`config.mk`:
```
export PLATFORM = sky130hd
export DESIGN_NAME = fp_multiplier_rne_flat
export DESIGN_NICKNAME = d
export VERILOG_FILES = /design/src/rtl/fp_pkg.sv /design/src/rtl/fp_multiplier_rne_if.sv /design/src/rtl/mant_shift_add_mul.sv /design/src/rtl/fp_multiplier_rne.sv /design/src/flat_wrapper.sv
export SDC_FILE = /design/constraint.sdc
export NUM_CORES = 1
export LEC_CHECK = 0
export ABC_CLOCK_PERIOD_IN_PS = 6900
export CORE_ASPECT_RATIO = 0.9
export CORE_MARGIN = 2
export CORE_UTILIZATION = 40
export DETAILED_ROUTE_END_ITERATION = 7
export PLACE_DENSITY_LB_ADDON = 0.2
export SLEW_MARGIN = 40
export SYNTH_ARGS = -nofsm -noshare
export SYNTH_HDL_FRONTEND = slang
export SYNTH_SLANG_ARGS = --single-unit
```
`constraint.sdc`:
```
create_clock -name clk -period 6.9 [get_ports clk]
set_input_delay 0.69 -clock clk [delete_from_list [all_inputs] [get_ports clk]]
set_output_delay 0.69 -clock clk [all_outputs]
set_load 0.005 [all_outputs]
```
`src/rtl/fp_pkg.sv`:
```
// Shared definitions for the FP multiplier: FSM encoding, operand classes and
// width-dependent constants (bias, max exponent) expressed as helper functions.
package fp_pkg;

  localparam int DEF_EXP_W = 8;
  localparam int DEF_MAN_W = 23;

  typedef enum logic [2:0] {
    ST_IDLE,
    ST_UNPACK,
    ST_MUL,
    ST_NORM,
    ST_ROUND
  } fsm_state_t;

  typedef enum logic [2:0] {
    CL_ZERO,
    CL_SUB,
    CL_NORM,
    CL_INF,
    CL_QNAN,
    CL_SNAN
  } op_class_t;

  function automatic int bias_of(input int exp_w);
    return (1 << (exp_w - 1)) - 1;
  endfunction

  function automatic int exp_max_of(input int exp_w);
    return (1 << exp_w) - 1;
  endfunction

endpackage

```
`src/rtl/fp_multiplier_rne_if.sv`:
```
// Operation handshake bundle between a requester (master) and the multiplier (slave).
interface fp_multiplier_rne_if #(
  parameter int EXP_W = 8,
  parameter int MAN_W = 23
);
  localparam int W = EXP_W + MAN_W + 1;

  // start is taken only while busy==0; a/b are sampled on that edge only.
  // busy rises the cycle after accept and stays high through the done cycle;
  // done is a one-cycle pulse and result/flags hold until the next accept.
  logic         start;
  logic [W-1:0] a;
  logic [W-1:0] b;
  logic [W-1:0] result;
  logic         busy;
  logic         done;
  logic         overflow;
  logic         underflow;
  logic         inexact;
  logic         invalid;

  modport master (
    output start, a, b,
    input  result, busy, done, overflow, underflow, inexact, invalid
  );

  modport slave (
    input  start, a, b,
    output result, busy, done, overflow, underflow, inexact, invalid
  );

endinterface

```
`src/rtl/mant_shift_add_mul.sv`:
```
// Iterative unsigned W x W radix-2 shift-add multiplier: one partial product
// per cycle, done pulses the cycle the last partial product has been added.
module mant_shift_add_mul #(
  parameter int W = 24
) (
  input  logic           clk,
  input  logic           rst,
  input  logic           start,
  input  logic [W-1:0]   a,
  input  logic [W-1:0]   b,
  output logic [2*W-1:0] product,
  output logic           done
);

  localparam int CW = $clog2(W + 1);

  logic [2*W-1:0] mcand;
  logic [W-1:0]   mplier;
  logic [CW-1:0]  cnt;
  logic           run;

  always_ff @(posedge clk or negedge rst) begin
    if (!rst) begin
      product <= '0;
      mcand   <= '0;
      mplier  <= '0;
      cnt     <= '0;
      run     <= 1'b0;
      done    <= 1'b0;
    end else begin
      done <= 1'b0;
      if (start) begin
        product <= '0;
        mcand   <= {{W{1'b0}}, a};
        mplier  <= b;
        cnt     <= '0;
        run     <= 1'b1;
      end else if (run) begin
        if (mplier[0]) product <= product + mcand;
        mcand  <= mcand << 1;
        mplier <= mplier >> 1;
        cnt    <= cnt + 1'b1;
        if (cnt == CW'(W - 1)) begin
          run  <= 1'b0;
          done <= 1'b1;
        end
      end
    end
  end

endmodule

```
`src/rtl/fp_multiplier_rne.sv`:
```
// IEEE-754 multiplier with round-to-nearest-even, subnormal support and status
// flags; fixed latency of MAN_W+4 cycles from accept to done for every operand.
module fp_multiplier_rne
  import fp_pkg::*;
#(
  parameter int EXP_W = DEF_EXP_W,
  parameter int MAN_W = DEF_MAN_W
) (
  input  logic                 clk,
  input  logic                 rst,
  fp_multiplier_rne_if.slave   bus,
  output fsm_state_t           dbg_state
);

  localparam int W       = EXP_W + MAN_W + 1;
  localparam int P       = MAN_W + 1;
  localparam int EW2     = EXP_W + 2;
  localparam int LW      = $clog2(2 * P + 1);
  localparam int BIAS    = bias_of(EXP_W);
  localparam int EXP_MAX = exp_max_of(EXP_W);
  localparam logic [W-1:0] QNAN = {1'b0, {EXP_W{1'b1}}, 1'b1, {(MAN_W-1){1'b0}}};

  function automatic op_class_t classify(input logic [EXP_W-1:0] e, input logic [MAN_W-1:0] f);
    if (e == '1) return (f == '0) ? CL_INF : (f[MAN_W-1] ? CL_QNAN : CL_SNAN);
    if (e == '0) return (f == '0) ? CL_ZERO : CL_SUB;
    return CL_NORM;
  endfunction

  fsm_state_t state, state_nxt;

  logic [W-1:0]           a_q, b_q;
  logic                   sign_q, spec_q, spec_inv_q;
  logic [W-1:0]           spec_res_q;
  logic signed [EW2-1:0]  e_q, en_q;
  logic [P-1:0]           kept_q;
  logic                   g_q, s_q;
  logic [W-1:0]           result_q;
  logic                   ovf_q, unf_q, inx_q, inv_q;

  // ---------------- FSM ----------------
  logic                   mul_done;
  always_comb begin
    state_nxt = state;
    case (state)
      ST_IDLE:   if (bus.start) state_nxt = ST_UNPACK;
      ST_UNPACK: state_nxt = ST_MUL;
      ST_MUL:    if (mul_done) state_nxt = ST_NORM;
      ST_NORM:   state_nxt = ST_ROUND;
      ST_ROUND:  state_nxt = ST_IDLE;
      default:   state_nxt = ST_IDLE;
    endcase
  end

  // ---------------- Unpack / special classification ----------------
  logic [EXP_W-1:0]      ea_f, eb_f;
  op_class_t             cls_a, cls_b;
  logic [P-1:0]          mant_a, mant_b;
  logic signed [EW2-1:0] e_unp;
  logic                  sign_u, nan_u, inf_u, zero_u, spec_inv_u;
  logic [W-1:0]          spec_res_u;

  always_comb begin
    ea_f   = a_q[W-2 -: EXP_W];
    eb_f   = b_q[W-2 -: EXP_W];
    cls_a  = classify(ea_f, a_q[MAN_W-1:0]);
    cls_b  = classify(eb_f, b_q[MAN_W-1:0]);
    mant_a = {(ea_f != '0), a_q[MAN_W-1:0]};
    mant_b = {(eb_f != '0), b_q[MAN_W-1:0]};
    // Subnormals use effective exponent 1; +1 places the binary point at bit 2P-2.
    e_unp  = EW2'((ea_f == '0) ? EXP_W'(1) : ea_f) + EW2'((eb_f == '0) ? EXP_W'(1) : eb_f)
             - EW2'(BIAS) + EW2'(1);
    sign_u = a_q[W-1] ^ b_q[W-1];
    nan_u  = (cls_a == CL_QNAN) || (cls_a == CL_SNAN) || (cls_b == CL_QNAN) || (cls_b == CL_SNAN);
    inf_u  = (cls_a == CL_INF) || (cls_b == CL_INF);
    zero_u = (cls_a == CL_ZERO) || (cls_b == CL_ZERO);
    spec_inv_u = (cls_a == CL_SNAN) || (cls_b == CL_SNAN) || (inf_u && zero_u);
    if (nan_u || (inf_u && zero_u)) spec_res_u = QNAN;
    else if (inf_u)                 spec_res_u = {sign_u, {EXP_W{1'b1}}, {MAN_W{1'b0}}};
    else                            spec_res_u = {sign_u, {(W-1){1'b0}}};
  end

  // ---------------- Mantissa multiplier ----------------
  logic [2*P-1:0] mul_prod;

  mant_shift_add_mul #(.W(P)) u_mul (
    .clk     (clk),
    .rst     (rst),
    .start   (state == ST_UNPACK),
    .a       (mant_a),
    .b       (mant_b),
    .product (mul_prod),
    .done    (mul_done)
  );

  // ---------------- Normalise (LZC, left shift, denormalising right shift) ----------------
  logic [LW-1:0]         lzc;
  logic [2*P-1:0]        shl, man_n;
  logic signed [EW2-1:0] e1, e_n;
  logic [EW2-1:0]        rsh;
  logic                  stk_n;

  always_comb begin
    lzc = LW'(2 * P);
    for (int i = 0; i < 2 * P; i++) if (mul_prod[i]) lzc = LW'(2 * P - 1 - i);
    shl   = mul_prod << lzc;
    e1    = e_q - EW2'(lzc);
    e_n   = e1;
    man_n = shl;
    rsh   = '0;
    stk_n = 1'b0;
    if (e1 < 1) begin
      rsh = EW2'(1) - e1;
      e_n = '0;
      if (rsh >= EW2'(2 * P)) begin
        man_n = '0;
        stk_n = |shl;
      end else begin
        man_n = shl >> rsh;
        stk_n = |(shl & ~({(2*P){1'b1}} << rsh));
      end
    end
  end

  // ---------------- Round to nearest even ----------------
  logic                  inc_r, ovf_r;
  logic [P:0]            sum_r;
  logic signed [EW2-1:0] e_r;

  always_comb begin
    inc_r = g_q & (s_q | kept_q[0]);
    sum_r = {1'b0, kept_q} + {{P{1'b0}}, inc_r};
    e_r   = en_q + EW2'(sum_r[P]);
    // A subnormal that rounds up into the hidden-bit position becomes min normal.
    if ((en_q == '0) && sum_r[P-1]) e_r = EW2'(1);
    ovf_r = (e_r >= EW2'(EXP_MAX));
  end

  // ---------------- Registers ----------------
  always_ff @(posedge clk or negedge rst) begin
    if (!rst) begin
      state      <= ST_IDLE;
      a_q        <= '0;
      b_q        <= '0;
      sign_q     <= 1'b0;
      spec_q     <= 1'b0;
      spec_inv_q <= 1'b0;
      spec_res_q <= '0;
      e_q        <= '0;
      en_q       <= '0;
      kept_q     <= '0;
      g_q        <= 1'b0;
      s_q        <= 1'b0;
      result_q   <= '0;
      ovf_q      <= 1'b0;
      unf_q      <= 1'b0;
      inx_q      <= 1'b0;
      inv_q      <= 1'b0;
    end else begin
      state <= state_nxt;
      if (state == ST_IDLE && bus.start) begin
        a_q <= bus.a;
        b_q <= bus.b;
      end
      if (state == ST_UNPACK) begin
        sign_q     <= sign_u;
        e_q        <= e_unp;
        spec_q     <= nan_u | inf_u | zero_u;
        spec_inv_q <= spec_inv_u;
        spec_res_q <= spec_res_u;
      end
      if (state == ST_MUL && mul_done) begin
        kept_q <= man_n[2*P-1:P];
        g_q    <= man_n[P-1];
        s_q    <= (|man_n[P-2:0]) | stk_n;
        en_q   <= e_n;
      end
      if (state == ST_NORM) begin
        if (spec_q) begin
          result_q <= spec_res_q;
          {ovf_q, unf_q, inx_q, inv_q} <= {3'b000, spec_inv_q};
        end else if (ovf_r) begin
          result_q <= {sign_q, {EXP_W{1'b1}}, {MAN_W{1'b0}}};
          {ovf_q, unf_q, inx_q, inv_q} <= 4'b1010;
        end else begin
          result_q <= {sign_q, e_r[EXP_W-1:0], sum_r[P-2:0]};
          {ovf_q, unf_q, inx_q, inv_q} <= {1'b0, (en_q == '0) & (g_q | s_q), g_q | s_q, 1'b0};
        end
      end
    end
  end

  assign bus.result    = result_q;
  assign bus.overflow  = ovf_q;
  assign bus.underflow = unf_q;
  assign bus.inexact   = inx_q;
  assign bus.invalid   = inv_q;
  assign bus.busy      = (state != ST_IDLE);
  assign bus.done      = (state == ST_ROUND);
  assign dbg_state     = state;

endmodule

```
`src/flat_wrapper.sv`:
```
// flat-port wrapper written by rule: the top's interface ports become plain ports
module fp_multiplier_rne_flat import fp_pkg::*;
#(
  parameter int EXP_W = DEF_EXP_W,
  parameter int MAN_W = DEF_MAN_W
)
  (clk, rst, dbg_state, bus_start, bus_a, bus_b, bus_result, bus_busy, bus_done, bus_overflow, bus_underflow, bus_inexact, bus_invalid);
  fp_multiplier_rne_if #(.EXP_W(EXP_W), .MAN_W(MAN_W)) bus_i ();
  input  logic clk;
  input  logic rst;
  output fsm_state_t dbg_state;
  input wire logic [$bits(bus_i.start)-1:0] bus_start;
  input wire logic [$bits(bus_i.a)-1:0] bus_a;
  input wire logic [$bits(bus_i.b)-1:0] bus_b;
  output wire logic [$bits(bus_i.result)-1:0] bus_result;
  output wire logic [$bits(bus_i.busy)-1:0] bus_busy;
  output wire logic [$bits(bus_i.done)-1:0] bus_done;
  output wire logic [$bits(bus_i.overflow)-1:0] bus_overflow;
  output wire logic [$bits(bus_i.underflow)-1:0] bus_underflow;
  output wire logic [$bits(bus_i.inexact)-1:0] bus_inexact;
  output wire logic [$bits(bus_i.invalid)-1:0] bus_invalid;
  assign bus_i.start = bus_start;
  assign bus_i.a = bus_a;
  assign bus_i.b = bus_b;
  assign bus_result = bus_i.result;
  assign bus_busy = bus_i.busy;
  assign bus_done = bus_i.done;
  assign bus_overflow = bus_i.overflow;
  assign bus_underflow = bus_i.underflow;
  assign bus_inexact = bus_i.inexact;
  assign bus_invalid = bus_i.invalid;
  fp_multiplier_rne #(.EXP_W(EXP_W), .MAN_W(MAN_W)) u_core (.clk(clk), .rst(rst), .bus(bus_i), .dbg_state(dbg_state));
endmodule
```
==> metrics.txt, run 1 <==
Worst Skew=0.03192 ns; final HPWL from detailed placement=~80,000 um; area leader, netlist=dfrtp_1; die height=around 240 um; crit path launch type=flop; Syn Area/Cell=8.093 um^2; final setup vio count=0; global-route wire length before repair=roughly 160,000 um; Max FO, Critical Path=26; die area=62,500 um^2; TNS Setup=0 ns; Area Growth Syn to Fin=17.34%; Worst setup EP type=flop; vias post-DR=25,659; Largest stage delay, worst path=0.63 ns; clk buf depth=3; drt wl/cell=between 20 and 30 um; WP data arrival=6.94 ns; RSZ-0062 raised after global routing=false; H-tree lvl count=1; initial antenna violation count=3; vias in the first global route=around 24,000; FFs w/ async S/R, synth=100.0%; hold buffer count at cts=0; EDFF count, synth=0; Crit path top cell by count=a32oi_1; I/O Pins=108; Synth Flop Type=dfrtp_1; Data required, critical path=7.37 ns; Max Cap Viol=0; Clock Sinks=roughly 280; Yosys reg bits=282; maximum clock rate=around 150 MHz; CTS buffer count=31; Final #Nets=~3,300; synth cell count leaders=359 x nand2_1, 282 x dfrtp_1, 267 x nor2_1; Hold Crit Class=in -> async; flop2flop setup slack=0.43 ns; drt total wl=104,000 um; Largest delay share family, worst path=compound AO/OA/AOI/OAI gates; Cells after Synth=around 3,000; Mapped Area=24,210 um^2; Yosys warning total=0; most frequent cell after synthesis=nand2_1; Final Hold Viols=0; outcome=complete, no violations; later-pin clock latency in the skew report=around 0.6 ns; fin. max-slew vios=0; Yosys cell types=114; CP Buf/Inv Count=3; Starting Density=40.43%; Crit Reg-Reg Endpoint=u_core.s_q; number of buffers added on ports=107; worst reg2reg path depth=23; worst slew pin tran=around 0.9 ns; Tcrit/Tclk final=93.77%; synthesized net count=between 3,000 and 4,000; Clock Pin Slew Worst Setup and Hold Paths=0.06 ns; row count=85; launching point of the worst reg2reg path=u_core.u_mul.product[0]; Area contributors post-synth=dfrtp_1 29%, nand2_1 5.6%, mux2i_1 5.3%; GRT overflow=0; Synth top area share=29.15%; core area=about 60,000 um^2; die width=263.3 um; largest net degree at the start of global routing=between 150 and 200; Final Util=a little under half; overall routing resource usage=about a third; initial drt markers=between 2,000 and 3,000; Cell Chain, Critical Path=nor4_1 > o211a_1 > o21a_4 > nor2_4 > inv_2 > ha_1 > nor2b_1 > o2111ai_1 > nand3b_1 > a32oi_1 > nand4_1 > a32oi_1 > buf_12 > nor2_1 > buf_4 > nand2_1 > o32ai_1 > a21oi_1 > a31oi_1 > nor3_1 > a22oi_1 > a2111oi_2 > o211ai_1; clock tree root driver cell=clkbuf_16; Rel. slew slack=roughly 41%; Vias/cell=6.462; # DRC=0; CTS tree=done; share of layout cells above drive strength 1=about 15%; sequential area share after synthesis=between 20 and 30%; kind of critical path=reg -> reg; antenna-violating nets left=0; Initial DRT Pass Iterations=7; Final min period=6.470 ns; Crit-path slowest cell=nor4_1; global placer's final weighted congestion=between 1 and 1.5
## worst register-to-register path, stage by stage, from the launching register on
cell and delay, ns:
dfrtp_1 0.59, nor4_1 0.64, o211a_1 0.46, o21a_4 0.35
nor2_4 0.06, inv_2 0.08, ha_1 0.27, nor2b_1 0.16
o2111ai_1 0.37, nand3b_1 0.13, a32oi_1 0.36, nand4_1 0.22
a32oi_1 0.34, buf_12 0.24, nor2_1 0.11, buf_4 0.18
nand2_1 0.25, o32ai_1 0.12, a21oi_1 0.29, a31oi_1 0.21
nor3_1 0.25, a22oi_1 0.13, a2111oi_2 0.39, o211ai_1 0.15
## metrics by stage
step           setup WS (ns)  hold slack, ns  area (um^2)  std cells
5_1_grt              0.01154          0.1887        28400       3970
3_5_place_dp          0.3951          0.4677        27350       3912
3_3_place_gp          0.3841          0.4634        27300       3911
2_1_floorplan         0.5291          0.3944        24210       2991
6_report              0.4299          0.1413        28400       3971
4_1_cts               0.3857          0.1577        28360       3968
## state kept, by name, indices dropped and copies added (netlist names), 3 cells and up
| register | flops |
|---|---|
| u_core.en_q | 10 |
| u_core.bus.result | 32 |
| u_core.spec_res_q | 3 |
| u_core.b_q | 32 |
| u_core.u_mul.cnt | 5 |
| u_core.u_mul.mcand | 48 |
| u_core.u_mul.product | 48 |
| u_core.kept_q | 24 |
| u_core.u_mul.mplier | 24 |
| u_core.e_q | 10 |
| u_core.a_q | 32 |
| u_core.dbg_state | 3 |
## how the worst max path moves through the flow
| stage | start | endpoint | slack, ns | depth (start not counted) |
|---|---|---|---|---|
| global route | u_core.u_mul.product[0] | u_core.s_q | 0.01 | 22 |
| global placement | u_core.u_mul.product[30] | u_core.s_q | 0.38 | 25 |
| CTS | u_core.u_mul.product[42] | u_core.s_q | 0.39 | 21 |
| detailed placement | u_core.u_mul.product[42] | u_core.s_q | 0.40 | 21 |
| floorplan | u_core.u_mul.product[16] | u_core.s_q | 0.53 | 29 |
| finish | u_core.u_mul.product[0] | u_core.s_q | 0.43 | 23 |
## cells in the final DEF (no fill, tap or decap), drive strengths merged, types with 28 or more instances in the layout
cell / n
o211ai: 70
a21o: 34
mux2: 78
dfrtp: 282
mux2i: 127
clkbuf: 48
a211oi: 63
a21oi: 195
nand3: 106
clkdlybuf4s50: 106
buf: 256
nand4: 34
o31ai: 38
a22oi: 28
o21ai: 239
ha: 75
xnor2: 57
nor2: 269
nand2: 362
nor4: 45
xor2: 32
o22ai: 41
nor3: 85
inv: 71
## metal layers
| metal | GRT usage (%) | part of all wire [%] | vias up | wire (um) |
|---|---|---|---|---|
| met5 | 0 | 0.024 | - | 25 |
| met2 | 47.82 | 42 | 1313 | 43340 |
| met4 | 10.44 | 3.6 | 4 | 3697 |
| li1 | - | - | 11606 | - |
| met3 | 5.874 | 9.3 | 204 | 9696 |
| met1 | 47.64 | 45 | 12532 | 47200 |
## timing repair
item                       in CTS  in global routing
setup buffers                   0                  0
setup endpoints to repair       0                  1
resized for setup               0                  3
## cells by family (layout without fill, tap and decap cells)
| group | after synthesis | count (layout) | share of synthesized area (%) |
|---|---|---|---|
| mux | 212 | 212 | 9.531 |
| simple gates | 1049 | 1049 | 20.28 |
| other cells | 0 | 1 | 0 |
| fa+ha+maj | 78 | 78 | 4.125 |
| flops | 282 | 282 | 29.15 |
| buf+inv | 292 | 488 | 5.469 |
| xor+xnor | 89 | 89 | 3.220 |
| compound gates | 989 | 989 | 28.23 |
## cell type report
class | count | area (um^2)
diodes | 1 | 2.502
clock buffers | 47 | 895.9
clock inverters | 9 | 116.4
fillers | 5820 | 31470
inverters | 69 | 261.5
multi-input cells | 2417 | 15980
flip-flops and latches | 282 | 7061
well taps | 783 | 979.7
repair buffers | 363 | 3107
Power of run 1 is left out: the tool's default activity adds up to more than one toggle a clock period on the data nets, which glitch-free logic cannot reach.
==> inputs of run 2 (changes only) <==
- CTS_CLUSTER_SIZE: not set -> 24
==> run 2 against run 1 <==
  * The flow now finishes with violations (DRC)
  * Utilization is 0.22 points higher
  * Via count grew 0.19%
  * Global-route usage hardly changed
  * Final cell count unchanged
  * Critical endpoint unchanged
  * Highest routed layer unchanged
==> metrics.txt, run 2 (same netlist as run 1, synthesis figures left out) <==
vias in the first global route=about 24,000; final HPWL from detailed placement=between 70,000 and 80,000 um; clk buf depth=3; share of layout cells above drive strength 1=between 10% and 20%; crit path launch type=flop; global-route wire length before repair=approximately 160,000 um; largest net degree at the start of global routing=183; Max Cap Viol=0; drt wl/cell=26.14 um; later-pin clock latency in the skew report=around 0.60 ns; overall routing resource usage=around a third; Rel. slew slack=between 30% and 40%; clock tree root driver cell=clkbuf_16; row count=85; Area Growth Syn to Fin=17.87%; setup bufs post-CTS=0; most frequent cells in the layout=358 x nand2_1, 281 x dfrtp_1, 265 x nor2_1, 243 x buf_4, 226 x o21ai_0; largest registers=u_core.u_mul.mcand (48), u_core.u_mul.product (48); outcome=complete, but fails checks; Clock Sinks=around 280; number of fill cells in the layout=a little under 6,000; hold buffer count at cts=0; number of buffers added on ports=between 100 and 150; maximum clock rate=153.6 MHz; Final Hold Viols=0; ant diodes=0; Hold Crit Class=in -> async; Worst setup EP type=flop; CTS buffer count=31; Tcrit/Tclk final=between 90% and 100%; Max FO, Critical Path=18; I/O Pins=~110; initial antenna violation count=3; antenna-violating nets left=0; Final min period=~6.5 ns; die height=237.4 um; Crit Reg-Reg Endpoint=u_core.s_q; WP data arrival=approximately 7.0 ns; GRT overflow=0; Final #Nets=~3,300; die width=263.3 um; flop2flop setup slack=around 0.39 ns; commonest non-fill, non-tap cell in the layout=nand2_1; failing checks=DRC; TNS Setup=0 ns; worst reg2reg path depth=18; Worst Skew=roughly 0.026 ns; die area=between 60,000 and 70,000 um^2; initial drt markers=2,833; worst slew pin tran=around 0.92 ns; kind of critical path=reg -> reg; CTS tree=done; H-tree lvl count=1; launching point of the worst reg2reg path=u_core.u_mul.product[0]; core area=59,880 um^2; Data required, critical path=7.36 ns; Clock Pin Slew Worst Setup and Hold Paths=0.06 ns; drt total wl=about 100,000 um; Vias/cell=between 6 and 7; final setup vio count=0; global placer's final weighted congestion=1.011; Initial DRT Pass Iterations=8; vias post-DR=around 26,000; Starting Density=40.43%; # DRC=5; RSZ-0062 raised after global routing=false; fin. max-slew vios=0
## run 2: layer usage
metal  track usage, %  part of all wire, %  up-vias
met3            5.853                  9.4      206
met5                0                0.037        -
met4            10.35                  3.5        6
met1            47.61                   45    12542
li1                 -                    -    11625
met2            47.95                   42     1329
## run 2: area by class of cell
class	instances	area [um^2]	area share [%]
Sequential cell	282	7061	24.74
Timing Repair Buffer	363	3107	10.89
Clock inverter	12	256.5	0.8989
Multi-Input combinational cell	2417	15980	56.01
Tap cell	783	979.7	3.433
Clock buffer	45	888.4	3.113
Inverter	69	261.5	0.9165
## run 2: through the flow
step / cell area, um^2 / hold WS, ns / cells / utilization [%] / worst slack, ns
after floorplan: 24210 / 0.3944 / 2991 / - / 0.5291
after global placement: 27300 / 0.4634 / 3911 / 45.60 / 0.3841
after detailed placement: 27350 / 0.4677 / 3912 / 45.68 / 0.3951
after CTS: 28500 / 0.1628 / 3969 / 47.59 / 0.3905
after global routing: 28530 / 0.1870 / 3971 / 47.65 / 0.003027
final: 28530 / 0.1415 / 3971 / 47.65 / 0.3913
## run 2: worst max-delay path: stages (launching register included)
cell and delay (ns):
dfrtp_1 0.58, nor4_1 0.63, o211a_1 0.47, o21a_4 0.35, buf_4 0.26, o211ai_1 0.38, a211oi_4 0.43, nor3_1 0.12
o31ai_2 0.59, o211ai_1 0.17, a21oi_1 0.54, o22ai_1 0.22, a22oi_1 0.24, buf_4 0.15, a22oi_1 0.10, o32ai_1 0.34
o2111ai_1 0.18, a2111oi_2 0.46, o211ai_1 0.15
## run 2: worst max-delay path by stage
stage	slack, ns	to	cells after the start	startpoint
2_1_floorplan	0.53	u_core.s_q	29	u_core.u_mul.product[16]
3_3_place_gp	0.38	u_core.s_q	25	u_core.u_mul.product[30]
3_5_place_dp	0.40	u_core.s_q	21	u_core.u_mul.product[42]
4_1_cts	0.39	u_core.s_q	21	u_core.u_mul.product[42]
5_1_grt	0.003	u_core.s_q	22	u_core.u_mul.product[0]
6_report	0.39	u_core.s_q	18	u_core.u_mul.product[0]
## run 2: repair_timing
item                                   in CTS  in global routing
gates resized for setup                     0                  3
endpoints found under the hold margin       0                  0
setup endpoints to repair                   0                  1
Power of run 2 is left out for the same reason.
